--- config.mk ---
export PLATFORM = sky130hd
export DESIGN_NAME = decoder_select_arbiter
export DESIGN_NICKNAME = d
export VERILOG_FILES = /design/src/rtl/decoder_select_arbiter.sv
export SDC_FILE = /design/constraint.sdc
export NUM_CORES = 1
export LEC_CHECK = 0
export ABC_AREA = 1
export CAP_MARGIN = 10
export CORE_MARGIN = 2
export CORE_UTILIZATION = 40
export DETAILED_ROUTE_END_ITERATION = 10
export PLACE_DENSITY_LB_ADDON = 0.25
export SETUP_SLACK_MARGIN = 0.4
export SYNTH_ARGS = -nofsm -noshare
export SYNTH_HDL_FRONTEND = slang
export SYNTH_SLANG_ARGS = --single-unit
--- constraint.sdc ---
create_clock -name clk -period 6.55 [get_ports clk]
set_input_delay 0.655 -clock clk [delete_from_list [all_inputs] [get_ports clk]]
set_output_delay 0.655 -clock clk [all_outputs]
set_load 0.005 [all_outputs]
--- src/rtl/decoder_select_arbiter.sv ---
// Round-robin arbiter sharing one 4-to-16 select decoder among 16 requesters.
// Break-before-make: one dead GAP cycle between owners, optional hold timeout.
module decoder_select_arbiter #(
  parameter int TIMEOUT = 16,
  parameter int CNT_W   = 5
) (
  input  logic        clk,
  input  logic        rst,
  input  logic [15:0] req,
  input  logic        done,
  output logic [3:0]  addr,
  output logic        en,
  output logic [15:0] grant,
  output logic        busy,
  output logic        timeout
);

  typedef enum logic [1:0] {
    IDLE,
    GRANT,
    GAP
  } state_t;

  localparam logic [CNT_W-1:0] CNT_LAST = (TIMEOUT == 0) ? '0 : CNT_W'(TIMEOUT - 1);
  localparam logic             TO_ON    = (TIMEOUT != 0);

  state_t           r_state;
  state_t           w_state_nxt;
  logic [3:0]       r_ptr;
  logic [3:0]       w_ptr_nxt;
  logic [3:0]       r_addr;
  logic [3:0]       w_addr_nxt;
  logic             r_en;
  logic             w_en_nxt;
  logic [15:0]      r_grant;
  logic [15:0]      w_grant_nxt;
  logic             r_busy;
  logic             w_busy_nxt;
  logic             r_timeout;
  logic             w_timeout_nxt;
  logic [CNT_W-1:0] r_cnt;
  logic [CNT_W-1:0] w_cnt_nxt;

  logic [3:0]       w_win;
  logic [3:0]       w_idx;
  logic             w_found;
  logic             w_rel_done;
  logic             w_rel_drop;
  logic             w_rel_to;

  // Search req from ptr upward; the 4-bit index wraps 15 -> 0 on its own.
  always_comb begin
    w_win   = r_ptr;
    w_found = 1'b0;
    w_idx   = '0;
    for (int i = 0; i < 16; i++) begin
      w_idx = r_ptr + 4'(i);
      if (!w_found && req[w_idx]) begin
        w_win   = w_idx;
        w_found = 1'b1;
      end
    end
  end

  always_comb begin
    w_state_nxt   = r_state;
    w_ptr_nxt     = r_ptr;
    w_addr_nxt    = r_addr;
    w_en_nxt      = r_en;
    w_cnt_nxt     = r_cnt;
    w_timeout_nxt = 1'b0;
    w_rel_done    = 1'b0;
    w_rel_drop    = 1'b0;
    w_rel_to      = 1'b0;

    case (r_state)
      IDLE: begin
        if (w_found) begin
          w_state_nxt = GRANT;
          w_addr_nxt  = w_win;
          w_en_nxt    = 1'b1;
          w_cnt_nxt   = '0;
        end
      end
      GRANT: begin
        w_cnt_nxt  = r_cnt + 1'b1;
        w_rel_done = done;
        w_rel_drop = !req[r_addr];
        w_rel_to   = TO_ON && (r_cnt == CNT_LAST);
        if (w_rel_done || w_rel_drop || w_rel_to) begin
          w_state_nxt   = GAP;
          w_en_nxt      = 1'b0;
          w_ptr_nxt     = r_addr + 4'd1;
          // Only a pure timer expiry is reported; coincident causes are silent.
          w_timeout_nxt = w_rel_to && !w_rel_done && !w_rel_drop;
        end
      end
      GAP: begin
        w_state_nxt = IDLE;
        w_en_nxt    = 1'b0;
      end
      default: begin
        w_state_nxt = IDLE;
        w_en_nxt    = 1'b0;
      end
    endcase

    w_busy_nxt  = (w_state_nxt != IDLE);
    w_grant_nxt = w_en_nxt ? (16'd1 << w_addr_nxt) : 16'd0;
  end

  always_ff @(posedge clk or posedge rst) begin
    if (rst) begin
      r_state   <= IDLE;
      r_ptr     <= '0;
      r_addr    <= '0;
      r_en      <= 1'b0;
      r_grant   <= '0;
      r_busy    <= 1'b0;
      r_timeout <= 1'b0;
      r_cnt     <= '0;
    end else begin
      r_state   <= w_state_nxt;
      r_ptr     <= w_ptr_nxt;
      r_addr    <= w_addr_nxt;
      r_en      <= w_en_nxt;
      r_grant   <= w_grant_nxt;
      r_busy    <= w_busy_nxt;
      r_timeout <= w_timeout_nxt;
      r_cnt     <= w_cnt_nxt;
    end
  end

  assign addr    = r_addr;
  assign en      = r_en;
  assign grant   = r_grant;
  assign busy    = r_busy;
  assign timeout = r_timeout;

endmodule

==> Implementation_results.wiki, run 1 <==
{| class="wikitable"
! Metric !! Value
|-
| Highest attainable clock frequency || 205 MHz
|-
| Commonest cells after routing, fill and taps aside || nand2_1 (155), nand3_1 (91), inv_1 (55), nor2_1 (54), clkdlybuf4s50_1 (41)
|-
| RD Place Congestion || 1.08
|-
| Category of cells accounting for the largest share of critical-path delay || simple AND/OR/NAND/NOR gates
|-
| Proportion of register bits with asynchronous set or reset after synthesis || 100%
|-
| Worst relative slew slack || 49.2%
|-
| Share of the cycle needed by the critical path after routing || 74.3%
|-
| Data arrival time of the worst path || 5.08 ns
|-
| Cell chain of the critical path || inv_2 > ha_1 > inv_1 > nand3_1 > nand3_1 > nand3_1 > nand2_1 > nand3_2 > nor3_4 > nand3_2 > nor2_4 > nand4_4 > nor2_4 > nand2_1 > nor2_4 > nand2_2 > o21ai_4 > a21oi_1 > a21oi_1 > nand2_1 > nor2_1
|-
| Number of storage elements in the synthesis netlist || 34
|-
| Portion of the post-synthesis area used by sequential elements || 26.9%
|-
| RSZ-0062 raised after global routing || false
|-
| FF-to-FF path depth || 21
|-
| Critical R2R Launch || r_ptr[0]
|-
| Worst Path Required || about 6.8 ns
|-
| Core Box Area || around 7700 um^2
|-
| Via-per-instance ratio || ~5.3
|-
| Post-detail-place hpwl || between 7000 and 8000 um
|-
| Final clock skew || 0.00662 ns
|-
| Slew at the pin with the worst max-slew slack || 0.763 ns
|-
| Number of cells on the critical path || 21
|-
| H-Tree Level Count || 2
|-
| Most common flop cell mapped by yosys || dfrtp_1
|-
| Number of antenna violations at the first check in global routing || 0
|-
| Share of post-route cells with drive strength above 1 || under 10%
|-
| End of the worst register-to-register path || grant[8]
|-
| Fin. Hold Viols || 0
|-
| CP Buf/Inv Count || 2
|-
| Fin. max-slew vios || 0
|-
| Number of buffers on the longest clock path || 2
|-
| Type of the worst min-delay path || reg2reg
|-
| Resized cells post-CTS || 0
|-
| Total via count in the routed design || 3459
|-
| Cell with the largest stage delay on the worst path || dfrtp_1
|-
| Start-to-end type of the worst setup path || reg2reg
|-
| Distinct cell type count after synthesis || 37
|-
| Setup slack, reg-to-reg || 1.68 ns
|-
| Setup TNS || 0 ns
|-
| Syn_nets || 540
|-
| Gate count after technology mapping || 511
|-
| Kind of end point of the critical path || register
|-
| Start point of the critical path || r_ptr[0]
|-
| Post-CTS Setup Bufs || 0
|-
| Routed WL || 9510 um
|-
| Height of the die || 93.0 um
|-
| Wire length of the first global-routing pass || 16100 um
|-
| Antenna diodes || 0
|-
| Largest net degree at the start of global routing || 25
|-
| Post-synthesis instance area || 3170 um^2
|-
| Area of the die || 8640 um^2
|-
| Pre-antenna DRT Iters || 5
|-
| TritonCTS clock tree || done
|-
| Shortest clock period the worst path allows after layout || 4.87 ns
|-
| Capturing element of the worst setup path || grant[8]
|-
| Clock network latency to the later pin of the worst-skew pair || 0.29 ns
|-
| Commonest non-fill, non-tap cell in the layout || nand2_1
|-
| Average cell area after synthesis || 6.19 um^2
|-
| CTS sink count || 34
|-
| Number of flops mapped to enable cells by yosys || 0
|-
| Peak per-stage delay on the critical path || 0.84 ns
|-
| Num CTS Buffers || 5
|-
| Top-Level Pins || 42
|-
| Routed wire length per instance || 14.6 um
|-
| Status || completed
|-
| Final ANT Viol Nets || 0
|-
| Number of synthesis warnings || 0
|-
| Grt ovf || 0
|-
| Max capacitance violation total || 0
|-
| Synthesis-to-layout area growth || 19.8%
|-
| Number of hold buffers added after CTS || 0
|-
| Post-route DRC violation count || 0
|-
| CP Max Fanout || 24
|-
| Clk slew on worst S/H paths || 0.08 ns
|-
| Starting density of the core || 41.2%
|-
| Global-route total usage across every layer || 23.2%
|-
| Layout net count || 579
|-
| Number of buffers inserted by port buffering || 41
|-
| Clock root cell || clkbuf_8
|-
| Num rows || 32
|-
| Horizontal die dimension || between 90 and 100 um
|-
| Crit start category || register
|-
| Vias in the first global route || 3300
|-
| Total setup violations reported at the end of the flow || 0
|-
| Number of design-rule violations left by the first detailed-router iteration || 284
|}
-- synthesized netlist by cell type, types with 4 or more instances --
library cell  number  share of area (%)
ha_1              10                4.0
a21oi_1           15                2.4
inv_2              6               0.71
dfrtp_1           34                 27
o211ai_1           4               0.95
o21ai_0           31                4.9
xor2_1             8                2.2
buf_2              6               0.95
nand2_1          155                 18
nor2_1            54                6.4
inv_1             55                6.5
nand3_1           91                 14
-- worst min-delay path by stage --
| stage | cells after the start | endpoint | from |
|---|---|---|---|
| after floorplan | 1 | r_cnt[0] | r_cnt[0] |
| after global placement | 1 | r_cnt[0] | r_cnt[0] |
| after detailed placement | 1 | r_cnt[0] | r_cnt[0] |
| after CTS | 1 | r_cnt[0] | r_cnt[0] |
| after global routing | 1 | r_cnt[0] | r_cnt[0] |
| final | 1 | r_cnt[0] | r_cnt[0] |
-- cell families (layout without fill, tap and decap cells) --
| logic type | Yosys count | count (layout) | share of synthesized area (%) |
|---|---|---|---|
| AO/OA/AOI/OAI | 67 | 67 | 12.7 |
| XOR/XNOR | 11 | 11 | 3.04 |
| adder cells (fa/ha/maj) | 10 | 10 | 3.95 |
| buffers and inverters | 71 | 111 | 9.01 |
| flip-flops | 34 | 34 | 26.9 |
| AND/OR/NAND/NOR | 318 | 318 | 44.4 |
-- flip-flops by register name (all words and copies together) (netlist names) --
name,flops
en,1
r_cnt,5
addr,4
timeout,1
r_state,2
grant,16
r_ptr,4
busy,1
-- through the flow --
step / hold slack, ns / cells / utilization [%] / setup WS, ns / cell area, um^2
2_1_floorplan: 0.485 / 511 / - / 2.95 / 3170
3_3_place_gp: 0.511 / 645 / 47.5 / 1.82 / 3650
3_5_place_dp: 0.527 / 645 / 47.5 / 1.74 / 3650
4_1_cts: 0.538 / 653 / 49.3 / 1.72 / 3790
5_1_grt: 0.572 / 653 / 49.3 / 1.10 / 3790
6_report: 0.543 / 653 / 49.3 / 1.68 / 3790
-- area by class of cell --
| type | count | area [um^2] |
|---|---|---|
| tap | 102 | 128 |
| inverter | 61 | 229 |
| sequential | 34 | 851 |
| fill | 804 | 3890 |
| timing repair buffer | 42 | 418 |
| clock inverter | 3 | 68.8 |
| clock buffer | 5 | 68.8 |
| multi-input combinational | 406 | 2030 |
-- metal layers --
metal / part of all wire, % / vias to the layer above / GRT usage [%]
met5: 0 / - / 0
met4: 2.9 / 0 / 7.97
met3: 5.5 / 20 / 3.01
met2: 46 / 129 / 38.3
met1: 46 / 1567 / 31.4
li1: - / 1743 / -
Power of run 1 is left out: the tool's default activity adds up to more than one toggle a clock period on the data nets, which glitch-free logic cannot reach.
==> inputs of run 2 (changes only) <==
- clock period: 6.55 -> 4.2 ns (I/O delays scaled with it)
==> run 2 against run 1 <==
  * Maximum frequency is 34% higher
  * Final area is 17% higher
  * Global-route usage is 0.42 points higher
==> Implementation_results.wiki, run 2 (synthesis gave the netlist of run 1 again) <==
{| class="wikitable"
! Metric !! Value
|-
| Global-route total usage across every layer || 23.7%
|-
| Wire length of the first global-routing pass || approximately 16000 um
|-
| Number of buffers inserted by port buffering || 41
|-
| Routed WL || 10700 um
|-
| Cell chain of the critical path || inv_2 > ha_4 > clkbuf_16 > nand3_1 > nand3_2 > nand3_1 > o21ai_2 > inv_2 > nor3_4 > nand3_2 > nor2_4 > nand4_4 > nor2_4 > nand2_2 > nor2_4 > nand2_4 > o21ai_4 > a21oi_1 > nand2_1 > nand2_2 > nor2_1 > nand2_1 > nor2_1
|-
| Layout net count || 618
|-
| Total via count in the routed design || 3749
|-
| Combined flip-flop and latch cell area || 853 um^2
|-
| Fin. Hold Viols || 0
|-
| Type of the worst min-delay path || in2async
|-
| Setup slack, reg-to-reg || 0.56 ns
|-
| Commonest non-fill, non-tap cell in the layout || nand2_1
|-
| Pre-antenna DRT Iters || 6
|-
| Number of design-rule violations left by the first detailed-router iteration || about 340
|-
| Final ANT Viol Nets || 0
|-
| Starting density of the core || 41.2%
|-
| Start point of the critical path || r_ptr[1]
|-
| Clock network latency to the later pin of the worst-skew pair || 0.30 ns
|-
| Kind of end point of the critical path || register
|-
| RD Place Congestion || 0.922
|-
| Num CTS Buffers || 5
|-
| TritonCTS clock tree || done
|-
| Cell with the largest stage delay on the worst path || dfrtp_1
|-
| H-Tree Level Count || 2
|-
| Cell mode on critical path || nor2_4
|-
| Setup TNS || 0 ns
|-
| Critical R2R Launch || r_ptr[1]
|-
| Share of the cycle needed by the critical path after routing || between 80% and 90%
|-
| Commonest cells after routing, fill and taps aside || nand2_1 (147), nand3_1 (73), nor2_1 (52), inv_1 (49), clkdlybuf4s50_1 (41)
|-
| Grt ovf || 0
|-
| Crit start category || register
|-
| Routed wire length per instance || 15.5 um
|-
| Filler Cells Inserted || around 730
|-
| Area of the die || 8640 um^2
|-
| Clock root cell || clkbuf_8
|-
| CTS sink count || 34
|-
| Data arrival time of the worst path || between 3 and 4 ns
|-
| Start-to-end type of the worst setup path || reg2reg
|-
| Clk slew on worst S/H paths || about 0.080 ns
|-
| Number of hold buffers added after CTS || 0
|-
| Shortest clock period the worst path allows after layout || 3.64 ns
|-
| Num rows || 32
|-
| CP Buf/Inv Count || 3
|-
| Combined area of the multi-input logic cells || ~2300 um^2
|-
| Antenna diodes || 0
|-
| Synthesis-to-layout area growth || 39.6%
|-
| Core Box Area || 7690 um^2
|-
| Height of the die || around 93 um
|-
| Number of antenna violations at the first check in global routing || 0
|-
| Total setup violations reported at the end of the flow || 0
|-
| End of the worst register-to-register path || grant[4]
|-
| Status || completed
|-
| Post-detail-place hpwl || 7600 um
|-
| Max capacitance violation total || 0
|-
| Via-per-instance ratio || 5.42
|-
| Horizontal die dimension || about 93 um
|-
| Number of buffers on the longest clock path || 2
|-
| FF-to-FF path depth || 23
|-
| Peak per-stage delay on the critical path || 0.40 ns
|-
| Fin. max-slew vios || 0
|-
| Category of cells accounting for the largest share of critical-path delay || simple AND/OR/NAND/NOR gates
|-
| Worst relative slew slack || between 50% and 60%
|-
| Worst Path Required || 4.42 ns
|-
| Vias in the first global route || 3320
|-
| CP Max Fanout || 8
|-
| Largest net degree at the start of global routing || 35
|-
| Final clock skew || approximately 0.013 ns
|-
| Max FFs per register || 16
|-
| Top-Level Pins || 42
|-
| Share of post-route cells with drive strength above 1 || 20.5%
|-
| Slew at the pin with the worst max-slew slack || 0.613 ns
|-
| RSZ-0062 raised after global routing || true
|-
| Highest attainable clock frequency || 275 MHz
|-
| Post-route DRC violation count || 0
|}
==> run 2: cell types whose count changed in the layout (fill, tap and decap cells not counted), moves of 6 or more <==
| cell | delta |
|---|---|
| buf_4 | +31 |
| nand3_1 | -18 |
| nand3_2 | +16 |
| nand2_1 | -8 |
| nand2_2 | +7 |
| inv_1 | -6 |
==> run 2: area by class of cell <==
cell class | instances | area share [%]
Sequential cell | 34 | 19.3
Timing Repair inverter | 1 | 0.170
Tap cell | 102 | 2.89
Timing Repair Buffer | 80 | 17.6
Clock buffer | 5 | 1.56
Inverter | 61 | 5.35
Clock inverter | 3 | 1.56
Multi-Input combinational cell | 406 | 51.6
==> run 2: what timing repair did <==
item	CTS	global route
endpoints found under the setup margin	27	24
gates resized for setup	14	56
pin swaps	2	27
gates cloned	1	1
buffers inserted	8	20
endpoints found under the hold margin	0	0
==> run 2: tightest hold or removal path: cells and delay by family <==
kind     cells  cell delay [ns]
buf+inv      3             0.81
==> run 2: layer usage <==
metal	share of wire, %	global-route usage [%]	vias to the layer above
met2	49	42.5	163
met1	42	30.6	1730
met4	2.6	5.88	0
met5	0	0	-
met3	7.1	2.12	34
li1	-	-	1822
==> run 2: per-stage QoR <==
stage / hold WS, ns / util, % / setup WS (ns) / cell area, um^2 / cells
2_1_floorplan: 0.485 / - / 0.604 / 3170 / 511
3_3_place_gp: 0.517 / 48.6 / 0.0342 / 3730 / 654
3_5_place_dp: 0.515 / 48.6 / -0.0449 / 3730 / 654
4_1_cts: 0.536 / 52.0 / 0.401 / 4000 / 671
5_1_grt: 0.558 / 57.5 / 0.290 / 4420 / 692
6_report: 0.512 / 57.5 / 0.564 / 4420 / 692
==> run 2: how the worst max path moves through the flow <==
stage | endpoint | slack, ns | cells after the start
2_1_floorplan | grant[7] | 0.60 | 24
3_3_place_gp | r_cnt[4] | 0.03 | 20
3_5_place_dp | r_cnt[4] | -0.04 | 20
4_1_cts | grant[4] | 0.40 | 23
5_1_grt | grant[11] | 0.29 | 24
6_report | grant[4] | 0.56 | 23
Power of run 2 is left out for the same reason.
==> inputs of run 3 (changes only) <==
- CTS_CLUSTER_DIAMETER: not set -> 120
- PLACE_DENSITY_LB_ADDON: 0.25 -> not set
- SLEW_MARGIN: not set -> 20
==> run 3 against run 2 <==
  * Final area increased by 1.4%
  * Maximum frequency down 0.24%
  * Final cell count down 0.14%
  * Die area unchanged
  * First-iteration DRC count decreased by 27%
  * Hold slack worse by 0.034 ns
  * Sequential share of layout area decreased by 0.25 points
  * Count of clock-buffer cells in the layout grew 1
  * Core utilization grew 0.83 points
  * Critical path depth is 1 lower
  * Critical path type unchanged
==> Implementation_results.wiki, run 3 (synthesis gave the netlist of run 1 again) <==
{| class="wikitable"
! Metric !! Value
|-
| RD Place Congestion || approximately 0.96
|-
| Height of the die || a little over 90 um
|-
| Setup TNS || 0 ns
|-
| Start-to-end type of the worst setup path || reg2reg
|-
| Fin. Hold Viols || 0
|-
| Commonest non-fill, non-tap cell in the layout || nand2_1
|-
| Clock network latency to the later pin of the worst-skew pair || 0.29 ns
|-
| Number of design-rule violations left by the first detailed-router iteration || 250
|-
| Total via count in the routed design || between 3000 and 4000
|-
| H-Tree Level Count || 2
|-
| Crit start category || register
|-
| Max capacitance violation total || 0
|-
| Wire length of the first global-routing pass || about 17000 um
|-
| Layout net count || around 620
|-
| TritonCTS clock tree || done
|-
| Largest net degree at the start of global routing || 21
|-
| Final clock skew || 0.00684 ns
|-
| Total setup violations reported at the end of the flow || 0
|-
| Combined flip-flop and latch cell area || roughly 850 um^2
|-
| Max FFs per register || 16
|-
| CTS sink count || 34
|-
| Num rows || 32
|-
| Share of post-route cells with drive strength above 1 || 22.9%
|-
| Pre-antenna DRT Iters || 5
|-
| Slew at the pin with the worst max-slew slack || around 0.57 ns
|-
| Kind of end point of the critical path || register
|-
| Data arrival time of the worst path || between 3 and 4 ns
|-
| End of the worst register-to-register path || grant[11]
|-
| Number of antenna violations at the first check in global routing || 0
|-
| Shortest clock period the worst path allows after layout || 3.64 ns
|-
| Core Box Area || 7690 um^2
|-
| Final ANT Viol Nets || 0
|-
| Post-Route Utilization || 58.3%
|-
| Highest attainable clock frequency || 274 MHz
|-
| Commonest cells after routing, fill and taps aside || nand2_1 (140), nand3_1 (73), inv_1 (48), nor2_1 (47), clkdlybuf4s50_1 (41)
|-
| Top-Level Pins || 42
|-
| Share of the cycle needed by the critical path after routing || 86.8%
|-
| Post-detail-place hpwl || between 8000 and 9000 um
|-
| Filler Cells Inserted || 728
|-
| Type of the worst min-delay path || in2async
|-
| Starting density of the core || between 40% and 50%
|-
| Clock root cell || clkbuf_8
|-
| Antenna diodes || 0
|-
| Via-per-instance ratio || 5.32
|-
| Grt ovf || 0
|-
| Global-route total usage across every layer || 24.5%
|-
| Vias in the first global route || 3372
|-
| Routed wire length per instance || 15.6 um
|-
| Synthesis-to-layout area growth || 41.6%
|-
| Combined area of the multi-input logic cells || ~2400 um^2
|-
| Worst Path Required || around 4.4 ns
|-
| Setup slack, reg-to-reg || 0.56 ns
|-
| Num CTS Buffers || 5
|-
| Number of buffers on the longest clock path || 2
|-
| Worst relative slew slack || 62.1%
|-
| Number of hold buffers added after CTS || 0
|-
| CP Max Fanout || 8
|-
| Area of the die || 8640 um^2
|-
| Number of buffers inserted by port buffering || between 40 and 50
|-
| RSZ-0062 raised after global routing || true
|-
| FF-to-FF path depth || 22
|-
| Status || completed
|-
| Critical R2R Launch || r_ptr[1]
|-
| Clk slew on worst S/H paths || 0.07 ns
|-
| Horizontal die dimension || 93.0 um
|-
| Routed WL || between 10000 and 15000 um
|-
| Post-route DRC violation count || 0
|-
| Fin. max-slew vios || 0
|}
## run 3: cell count changes in the layout (fill, tap and decap cells not counted), sizes merged
cell      delta
clkinvlp     -3
clkbuf       +2
buf          -1
inv          +1
## run 3: metal layers
| layer | wire [um] | global-route usage [%] | vias to the layer above |
|---|---|---|---|
| met5 | 0 | 0 | - |
| met4 | 373 | 7.11 | 0 |
| met3 | 642 | 3.74 | 35 |
| met2 | 5170 | 42.6 | 126 |
| met1 | 4620 | 31.3 | 1689 |
| li1 | - | - | 1827 |
## run 3: through the flow
step                worst slack, ns  instance area (um^2)  instances  hold WS (ns)
floorplan                     0.604                  3170        511         0.485
global placement              0.318                  3770        661         0.515
detailed placement            0.241                  3770        661         0.522
CTS                           0.462                  3940        669         0.499
global route                  0.252                  4480        691         0.544
finish                        0.555                  4480        691         0.479
## run 3: worst max-delay path: stages, from the launching register on
cell,delay (ns)
dfrtp_2,0.42
clkinv_4,0.11
ha_4,0.33
buf_8,0.13
nand3_1,0.09
nand2_2,0.11
o21ai_2,0.08
o21ai_2,0.16
inv_2,0.07
nor3_4,0.20
nand3_2,0.14
nor2_4,0.18
nand4_4,0.12
nor2_4,0.17
nand2_2,0.08
nor2_4,0.18
nand2_4,0.09
o21ai_4,0.29
nand2_1,0.18
nand2_4,0.14
and2_4,0.15
nand2_1,0.06
nor2_1,0.10
## run 3: final cells by class
cell class              instances  share of cell area, %
flip-flops and latches         34                   19.1
well taps                     102                   2.85
clock buffers                   6                   1.84
clock inverters                 2                   1.34
repair buffers                 80                   17.1
multi-input cells             406                   52.5
inverters                      61                   5.33
## run 3: how the worst max path moves through the flow
stage              from   endpoint  cells past startpoint
5_1_grt        r_ptr[1]  grant[11]                     24
2_1_floorplan  r_ptr[1]   grant[7]                     24
4_1_cts        r_ptr[1]  grant[13]                     23
6_report       r_ptr[1]  grant[11]                     22
3_5_place_dp   r_ptr[1]   r_cnt[3]                     21
3_3_place_gp   r_ptr[1]   r_cnt[3]                     21
## run 3: repair_timing
action / CTS / global route
resized for setup: 6 / 84
pin swaps: 0 / 16
cloned: 0 / 2
endpoints found under the setup margin: 23 / 25
buffers inserted: 0 / 20
Power of run 3 is left out for the same reason.
